$ cat config.mk
export PLATFORM = sky130hd
export DESIGN_NAME = fir_sample_demux
export DESIGN_NICKNAME = d
export VERILOG_FILES = /design/src/rtl/fir_demux_pkg.sv /design/src/rtl/fir_demux_slot.sv /design/src/rtl/fir_sample_demux.sv
export SDC_FILE = /design/constraint.sdc
export NUM_CORES = 1
export LEC_CHECK = 0
export ABC_AREA = 0
export CAP_MARGIN = 20
export CORE_MARGIN = 2
export CORE_UTILIZATION = 42
export DETAILED_ROUTE_END_ITERATION = 8
export GPL_TIMING_DRIVEN = 1
export MAX_ROUTING_LAYER = met4
export PLACE_DENSITY = 0.87
export SLEW_MARGIN = 20
export SYNTH_ARGS = -nofsm -noshare
export SYNTH_HDL_FRONTEND = slang
export SYNTH_SLANG_ARGS = --single-unit
$ cat constraint.sdc
create_clock -name clk -period 1.7 [get_ports clk]
set_input_delay 0.34 -clock clk [delete_from_list [all_inputs] [get_ports clk]]
set_output_delay 0.34 -clock clk [all_outputs]
set_load 0.02 [all_outputs]
$ cat src/rtl/fir_demux_pkg.sv
// Shared constants and helpers for the FIR sample demultiplexer.
// The FIR_DEMUX_CH_W(n) macro gives the channel-index width for n channels.
`ifndef FIR_DEMUX_CH_W
`define FIR_DEMUX_CH_W(n) fir_demux_pkg::clog2(n)
`endif

package fir_demux_pkg;

    localparam int DEFAULT_DATA_W = 16;
    localparam int DEFAULT_NUM_CH = 2;

    // Ceiling log2 with a floor of 1 so a channel index is never zero bits wide.
    function automatic int clog2(input int value);
        int result;
        int remain;
        result = 0;
        remain = value - 1;
        for (int i = 0; i < 32; i++) begin
            if (remain > 0) begin
                result = result + 1;
                remain = remain >> 1;
            end else begin
                result = result;
            end
        end
        if (result < 1) begin
            result = 1;
        end else begin
            result = result;
        end
        return result;
    endfunction

endpackage

$ cat src/rtl/fir_demux_slot.sv
// One-entry holding register for a single demux output channel.
module fir_demux_slot
    import fir_demux_pkg::*;
#(
    parameter int DATA_W = DEFAULT_DATA_W
) (
    input  logic              clk,
    input  logic              rst,
    input  logic              load,
    input  logic [DATA_W-1:0] load_data,
    input  logic              ready,
    output logic              valid,
    output logic [DATA_W-1:0] data
);

    logic              valid_r;
    logic [DATA_W-1:0] data_r;

    // Load wins over drain so a same-cycle drain+load keeps valid high; data holds after drain.
    always_ff @(posedge clk) begin
        if (rst) begin
            valid_r <= 1'b0;
            data_r  <= {DATA_W{1'b0}};
        end else if (load) begin
            valid_r <= 1'b1;
            data_r  <= load_data;
        end else if (valid_r && ready) begin
            valid_r <= 1'b0;
            data_r  <= data_r;
        end else begin
            valid_r <= valid_r;
            data_r  <= data_r;
        end
    end

    assign valid = valid_r;
    assign data  = data_r;

endmodule

$ cat src/rtl/fir_sample_demux.sv
// 1-to-NUM_CH sample distributor with per-channel valid/ready holding registers.
// Optional build macro FIR_DEMUX_EXT_SEL_EN: destination comes from sel instead of round-robin.
module fir_sample_demux
    import fir_demux_pkg::*;
#(
    parameter int DATA_W = DEFAULT_DATA_W,
    parameter int NUM_CH = DEFAULT_NUM_CH,
    parameter int CH_W   = `FIR_DEMUX_CH_W(NUM_CH)
) (
    input  logic                     clk,
    input  logic                     rst,
    input  logic [DATA_W-1:0]        in_data,
    input  logic                     in_valid,
    output logic                     in_ready,
    output logic [NUM_CH*DATA_W-1:0] out_data,
    output logic [NUM_CH-1:0]        out_valid,
    input  logic [NUM_CH-1:0]        out_ready,
    output logic [CH_W-1:0]          ch_ptr,
    input  logic [CH_W-1:0]          sel,
    output logic                     sel_err
);

    localparam logic [CH_W:0]   NUM_CH_X = (CH_W+1)'(NUM_CH);
    localparam logic [CH_W-1:0] LAST_CH  = CH_W'(NUM_CH - 1);

    logic [CH_W-1:0]   ch_ptr_r;
    logic [CH_W-1:0]   dest_s;
    logic              dest_ok_s;
    logic              dest_busy_s;
    logic              accept_s;
    logic [NUM_CH-1:0] load_s;
    logic [NUM_CH-1:0] slot_valid_s;

`ifdef FIR_DEMUX_EXT_SEL_EN
    assign dest_s  = sel;
    assign sel_err = !rst && in_valid && !dest_ok_s;
`else
    logic unused_sel_s;
    assign unused_sel_s = ^sel;
    assign dest_s       = ch_ptr_r;
    assign sel_err      = 1'b0;
`endif

    assign dest_ok_s = ({1'b0, dest_s} < NUM_CH_X);
    assign in_ready  = !rst && dest_ok_s && !dest_busy_s;
    assign accept_s  = in_valid && in_ready;

    // Destination is busy only if it holds a sample its consumer is not taking this cycle.
    always_comb begin
        dest_busy_s = 1'b0;
        for (int k = 0; k < NUM_CH; k++) begin
            if (dest_s == CH_W'(k)) begin
                dest_busy_s = slot_valid_s[k] && !out_ready[k];
            end else begin
                dest_busy_s = dest_busy_s;
            end
        end
    end

    // One-hot load strobe for the accepted sample's destination slot.
    always_comb begin
        load_s = {NUM_CH{1'b0}};
        for (int k = 0; k < NUM_CH; k++) begin
            if (dest_s == CH_W'(k)) begin
                load_s[k] = accept_s;
            end else begin
                load_s[k] = 1'b0;
            end
        end
    end

    // Pointer follows the last accepted destination +1, wrapping at NUM_CH.
    always_ff @(posedge clk) begin
        if (rst) begin
            ch_ptr_r <= {CH_W{1'b0}};
        end else if (accept_s) begin
            ch_ptr_r <= (dest_s == LAST_CH) ? {CH_W{1'b0}} : dest_s + CH_W'(1);
        end else begin
            ch_ptr_r <= ch_ptr_r;
        end
    end

    assign ch_ptr    = ch_ptr_r;
    assign out_valid = slot_valid_s;

    for (genvar k = 0; k < NUM_CH; k++) begin : g_slot
        fir_demux_slot #(
            .DATA_W (DATA_W)
        ) u_slot (
            .clk       (clk),
            .rst       (rst),
            .load      (load_s[k]),
            .load_data (in_data),
            .ready     (out_ready[k]),
            .valid     (slot_valid_s[k]),
            .data      (out_data[k*DATA_W +: DATA_W])
        );
    end

endmodule

# Word-level counts from Yosys, hierarchy flattened
# Cells that the tools add are included.
[word_totals]
reg_bits = 35
output_inout_bits = 37
wordCells = 26
[classes]
add_sub_neg = 1
muxes = 8
reduce_logical = 12
[op_table]
columns = ["cell", "count"]
rows = [
  ["2-to-1 mux 1 bit", 8],
  ["logical AND 1 bit", 6],
  ["zero test 1 bit", 4],
  ["nonzero test 2 bit", 2],
  ["adder 1 bit (second input constant)", 1],
]

# Depth between registers and ports, before layout
# Gate-level depths: netlist (run 1).
[logic_depth]
ltp_word = 8
depth_mapped = 5

# Hierarchy
# Synthesis (run 1) repeated with hierarchy kept, for this count alone.
[unflattened]
hier_cells = 124
area_unflattened_um2 = 1353.8
[by_module_without_submodules]
columns = ["mod", "n_inst", "cells_each", "area_per_inst_um2", "seq_area_each_um2"]
rows = [
  ["fir_demux_slot", 2, 56, 616.8, 340.3],
  ["fir_sample_demux", 1, 12, 120.1, 20.0],
]

# Worst setup path after synthesis (run 1)
# OpenSTA, ideal clock, no wires.
[synth_path]
kind = "input-to-output"
from = "input port out_ready[0]"
to = "output port in_ready"
t_arrival_ns = 1.426
required_ns = 1.360
slack_ns = -0.066
stages = 5
cell_sequence = "nand2b_1 > buf_2 > clkbuf_1 > nor2_1 > a211oi_1"
[synth_via]
elab_chain_cells = 5
[synth_lines]
columns = ["element", "line", "rtl"]
rows = [
  ["from (decl)", "fir_sample_demux.sv:17", "input logic [NUM_CH-1:0] out_ready,"],
  ["zero test 1 bit", "fir_sample_demux.sv:53", "dest_busy_s = slot_valid_s[k] && !out_ready[k];"],
  ["logical AND 1 bit", "fir_sample_demux.sv:53", ""],
  ["2-to-1 mux 1 bit", "fir_sample_demux.sv:52", "if (dest_s == CH_W'(k)) begin"],
  ["zero test 1 bit", "fir_sample_demux.sv:45", "assign in_ready = !rst && dest_ok_s && !dest_busy_s;"],
  ["logical AND 1 bit", "fir_sample_demux.sv:45", ""],
  ["to (decl)", "fir_sample_demux.sv:14", "output logic in_ready,"],
]
# Every way passes these cells.

# Final worst setup path (run 1)
# Same ends and word-level chain as after synthesis.

==> metrics.md, run 1 <==
| Metric | Value |
|---|---|
| Worst relative slew slack | 64.4% |
| # diodes | 0 |
| Min-Delay Endpoint | g_slot[0].u_slot.data[13] |
| Mapped cell area | 1420 sq um |
| Delay-heaviest family, CP | buffers and inverters |
| Crit Path Category | input pin to output port |
| GRT overflow | 0 |
| Initial antenna violation count | 0 |
| Fillcell total | 284 |
| Via density | 5.19 |
| CTS H-Tree Depth | 2 |
| Period utilisation layout | 97.0% |
| Initial Utilization | 43.3% |
| Mean Syn Cell Area | 9.48 sq um |
| Reg2reg end | g_slot[1].u_slot.data[4] |
| Row cnt | 21 |
| Largest net degree at the start of global routing | 19 |
| Clk pin slew, worst setup/hold paths | 90 ps |
| DRT iter0 DRCs | 45 |
| Area of the multi-input gates | 628 sq um |
| Drt wl/cell | 14.4 um |
| CP Max Fanout | 2 |
| Vias post-DR | 1307 |
| Setup violators final | 0 |
| First-pass GRT wire length | 5.95 mm |
| Synth Flop Type | dfxtp_1 |
| Boundary Pins | 59 |
| CTS max path bufs | 2 |
| Vias in the first global route | 1266 |
| Number of port buffers | 56 |
| Worst Setup Start Kind | input pin |
| Status | complete, no violations |
| Worst VDD drop | 0.431 mV |
| Synth Warn # | 0 |
| Commonest non-fill, non-tap cell in the layout | clkdlybuf4s50_1 |
| Crit end category | output port |
| Final hold slack | 478 ps |
| CP peak stage delay | 460 ps |
| Clock Latency Late Sink | 330 ps |
| Cell Area, Placed | 2030 sq um |
| Synth unique cells | 24 |
| Total GRT Usage | 19.9% |
| Non-Filler Instances | 252 |
| Detailed Routing Iterations Pass 1 | 4 |
| Leak | 0.000930 uW |
| Pins Over Slew Limit | 0 |
| Final nets | 227 |
| Post-synth net total | 172 |
| Worst Hold Path Cells | 1 |
| WP data required | 1360 ps |
| Num Clock Sinks | 35 |
| Post-Route WL | 3.63 mm |
| Max Clk Rate | 606 MHz |
| Design Power | 1700 uW |
| Gpl congestion | 0.826 |
| Remaining antenna violation count after routing | 0 |
| R2R Setup Slk | 310 ps |
| RSZ-0062 raised after global routing | no |
| Placed cell count | 244 |
| Min-delay src | g_slot[0].u_slot.data[13] |
| Max-cap check violation count | 0 |
| Clock Tree Root | clkbuf_4 |
| CTS buffer count | 5 |
| Setup WS pre-CTS | -490 ps |
| Commonest non-fill, non-tap cells in the layout | 52 x clkdlybuf4s50_1, 35 x dfxtp_1 |
| Skew final | 5.68 ps |
| Register area | 701 sq um |
| Area Overhead vs Synth | 47.7% |
| Post-synth EDFFs | 0 |
| Post-Synthesis Cells | 150 |
| CP arrival | 1310 ps |
| Post-layout min period | 1650 ps |
| Share of cells above drive strength 1 | 14.1% |
| Hold Fails Final Rpt | 0 |
| Die Wd | 62.2 um |
| FF-to-FF Start | ch_ptr |
| Post-synth ARST share | 0% |
| FF+latch count, synth | 35 |
| Fin worst setup slack | 50.3 ps |
| Reg2reg path depth | 4 |
| Worst hold path type | register to register |
| Slew @ Worst Pin | 534 ps |
| Post-CTS Hold Buffers | 0 |
| Die height | 62.2 um |
| Post-CTS Setup Bufs | 0 |
| Die area | 3870 sq um |
| DP Wirelength | 2.69 mm |
| Seq/Total Area, Yosys | 49.3% |
| Worst-path cell chain | clkdlybuf4s50_1 -> nand2b_4 -> nor2_1 -> a211oi_2 -> buf_4 |
| CTS tree | yes |
| Power per cell area | 810 nW/um^2 |
| Crit-path slowest cell | clkdlybuf4s50_1 |
| DRC viols | 0 |
| Final Instance Area | 2100 sq um |
| Core area | 3280 sq um |
| CP bufs+invs | 2 |
## through the flow
stage          util (%)  TNS [ps]
2_1_floorplan         -         0
3_3_place_gp       61.7     -3830
3_5_place_dp       61.7     -4500
4_1_cts            63.8         0
5_1_grt            63.9         0
6_report           63.9         0
## power breakdown
part / internal, uW / total [uW] / switching [uW]
logic: 166 / 317 / 151
clock network: 243 / 499 / 256
registers: 863 / 886 / 23.4
total: 1270 / 1700 / 430
## timing repair
item | in CTS | in global routing
endpoints found under the hold margin | 0 | 0
endpoints found under the setup margin | 3 | 1
cloned | 0 | 0
pin swaps | 1 | 0
resized for setup | 8 | 1
## cell families after synthesis
group                  Yosys count  share of synthesized area (%)
AND/OR/NAND/NOR                 57                           21.7
AO/OA/AOI/OAI                   36                           21.3
flip-flops                      35                           49.3
buffers and inverters           21                           7.39
other                            1                          0.264
## worst max-delay path by stage
stage	depth (start not counted)	start	end
after floorplan	5	out_ready[0]	in_ready
final	5	out_ready[0]	in_ready
after CTS	1	g_slot[0].u_slot.valid	out_valid[0]
after detailed placement	5	out_ready[0]	in_ready
after global routing	1	g_slot[1].u_slot.data[14]	out_data[30]
after global placement	5	out_ready[0]	in_ready
## state kept, by name, indices dropped and copies added, names as in the netlist
signal and count:
g_slot.u_slot.data 32, g_slot.u_slot.valid 2, ch_ptr 1
## Yosys cell counts, drive strengths merged, types with 2 or more instances
cell type / number / area [sq um]
inv: 3 / 11.3
nand3: 16 / 80.1
nand2b: 2 / 12.5
nand2: 17 / 71.3
o311ai: 16 / 140
a21oi: 2 / 10.0
a31o: 16 / 140
dfxtp: 35 / 701
nor2: 3 / 11.3
and3: 16 / 100
buf: 10 / 62.6
clkbuf: 8 / 31.3
## routing by layer
layer / global-route usage (%) / part of all wire [%] / wire [um] / up-vias
met4: 10.8 / 2.6 / 96 / 0
met2: 29.2 / 46 / 1660 / 48
met3: 4.17 / 4.5 / 164 / 9
met1: 25.9 / 47 / 1700 / 590
li1: - / - / - / 660
met5: - / 0 / 0 / -
## worst reg2reg max path, cell delays in order, from the launching register on
cell and delay [ps]:
dfxtp_1 400, buf_4 170, inv_1 180, o311ai_0 420, nand2_1 100
## area by class of cell
cell class	count	area share [%]
Sequential cell	35	33.4
Tap cell	46	2.74
Clock buffer	8	3.28
Multi-Input combinational cell	94	29.9
Timing Repair Buffer	66	30.2
Inverter	3	0.536
(Power assumes the default switching activity.)
==> run 2: changes to the inputs <==
Settings changed: CORE_MARGIN 2 to 1, SLEW_MARGIN 20 to 10.
==> run 2 against run 1 <==
Net effect: sequential power hardly changed; global-route usage is 5.2 points higher; flip-flop and latch count stayed put; total power is 0.83% higher; critical path depth stayed put; largest power group unchanged; non-clock buffer count stayed put.
==> metrics.md, run 2 (synthesis gave the netlist of run 1 again) <==
| Metric | Value |
|---|---|
| Vias post-DR | 1359 |
| Worst-path cell chain | clkdlybuf4s50_1 -> nand2b_4 -> nor2_1 -> a211oi_2 -> buf_4 |
| Max Clk Rate | 610 MHz |
| Drt wl/cell | 16.2 um |
| Hold Fails Final Rpt | 0 |
| Die area | 3620 sq um |
| Number of flip-flops under the largest register name | 32 |
| Gpl congestion | 0.871 |
| Boundary Pins | 59 |
| Setup WS pre-CTS | -472 ps |
| Worst VDD drop | 0.379 mV |
| # diodes | 0 |
| Non-Filler Instances | 250 |
| Remaining antenna violation count after routing | 0 |
| Final nets | 227 |
| Vias in the first global route | 1314 |
| Setup violators final | 0 |
| Clock Tree Root | clkbuf_4 |
| Crit Path Category | input pin to output port |
| CP bufs+invs | 2 |
| Largest net degree at the start of global routing | 19 |
| Die height | 60.2 um |
| Number of port buffers | 56 |
| CTS H-Tree Depth | 2 |
| Power per cell area | 808 nW/um^2 |
| Reg2reg path depth | 4 |
| Slew @ Worst Pin | 559 ps |
| First-pass GRT wire length | 6.34 mm |
| Worst relative slew slack | 62.8% |
| Fin worst setup slack | 61.7 ps |
| CP Max Fanout | 2 |
| Crit end category | output port |
| Commonest non-fill, non-tap cell in the layout | clkdlybuf4s50_1 |
| Clock Latency Late Sink | 330 ps |
| CTS max path bufs | 2 |
| Pins Over Slew Limit | 0 |
| Skew final | 3.24 ps |
| Share of cells above drive strength 1 | 14.1% |
| Crit-path slowest cell | clkdlybuf4s50_1 |
| Delay-heaviest family, CP | buffers and inverters |
| DRT iter0 DRCs | 78 |
| Status | complete, no violations |
| CP arrival | 1300 ps |
| Initial antenna violation count | 0 |
| Row cnt | 20 |
| Via density | 5.44 |
| Post-layout min period | 1640 ps |
| DP Wirelength | 2.95 mm |
| Critical Path Stages | 5 |
| Total GRT Usage | 25.1% |
| CP peak stage delay | 460 ps |
| TNS Setup | 0 ps |
| Commonest non-fill, non-tap cells in the layout | 47 x clkdlybuf4s50_1, 35 x dfxtp_1 |
| Period utilisation layout | 96.4% |
| Post-CTS Setup Bufs | 0 |
| WP data required | 1360 ps |
| R2R Setup Slk | 220 ps |
| Placed cell count | 242 |
| CTS tree | yes |
| Clk pin slew, worst setup/hold paths | 100 ps |
| CP Launch Point | out_ready[0] |
| Die Wd | 60.2 um |
| Core area | 3130 sq um |
| Max-cap check violation count | 0 |
| Post-CTS Hold Buffers | 0 |
| Initial Utilization | 45.4% |
| Worst Setup Start Kind | input pin |
| DRC viols | 0 |
| Critical Path Sink | in_ready |
| Detailed Routing Iterations Pass 1 | 4 |
| Num Clock Sinks | 35 |
| Post-Route WL | 4.05 mm |
| Reg2reg end | g_slot[1].u_slot.data[10] |
| Worst hold path type | register to register |
| Leak | 0.00102 uW |
| Area Overhead vs Synth | 49.3% |
| CTS buffer count | 5 |
| GRT overflow | 0 |
| FF-to-FF Start | ch_ptr |
-- run 2: worst min-delay path by stage --
stage,from,endpoint,cells after the start
after floorplan,rst,ch_ptr,1
after global routing,g_slot[0].u_slot.data[2],g_slot[0].u_slot.data[2],1
after CTS,g_slot[0].u_slot.data[2],g_slot[0].u_slot.data[2],1
after detailed placement,g_slot[0].u_slot.data[13],g_slot[0].u_slot.data[13],1
after global placement,g_slot[0].u_slot.data[6],g_slot[0].u_slot.data[6],1
final,g_slot[0].u_slot.data[2],g_slot[0].u_slot.data[2],1
-- run 2: routing by layer --
metal	track usage, %	vias to the layer above	share of wire, %
met3	7.14	2	6.1
met2	39.6	57	48
met4	7.97	0	0.67
met1	30.8	639	45
met5	-	-	0
li1	-	661	-
-- run 2: layout make-up --
| class | count | area, sq um |
|---|---|---|
| repair buffers | 66 | 658 |
| inverters | 3 | 11.3 |
| well taps | 44 | 55.1 |
| multi-input cells | 94 | 628 |
| clock buffers | 8 | 68.8 |
| flip-flops and latches | 35 | 701 |
| fillers | 252 | 1010 |
-- run 2: worst reg2reg max path, cell delays in order, from the launching register on --
cell      delay [ps]
dfxtp_1          400
buf_4            160
inv_1            180
o311ai_0         500
nand2_1          110
-- run 2: timing repair --
action,CTS,global route
setup endpoints to repair,3,7
gates resized for setup,8,6
pin swaps,0,1
-- run 2: metrics by stage --
step | hold slack (ps) | util (%) | power, uW | area, sq um
2_1_floorplan | 409 | - | 1060 | 1430
3_3_place_gp | 459 | 65.1 | 1220 | 2040
3_5_place_dp | 469 | 65.1 | 1230 | 2040
4_1_cts | 490 | 67.4 | 1730 | 2110
5_1_grt | 502 | 67.8 | 1800 | 2120
6_report | 486 | 67.8 | 1720 | 2120
-- run 2: where the power goes --
group          switching, uW  total [uW]  internal (uW)  leakage [uW]
combinational            157         325            168      0.000698
clock                    260         504            243     0.0000386
sequential              24.1         887            863      0.000286
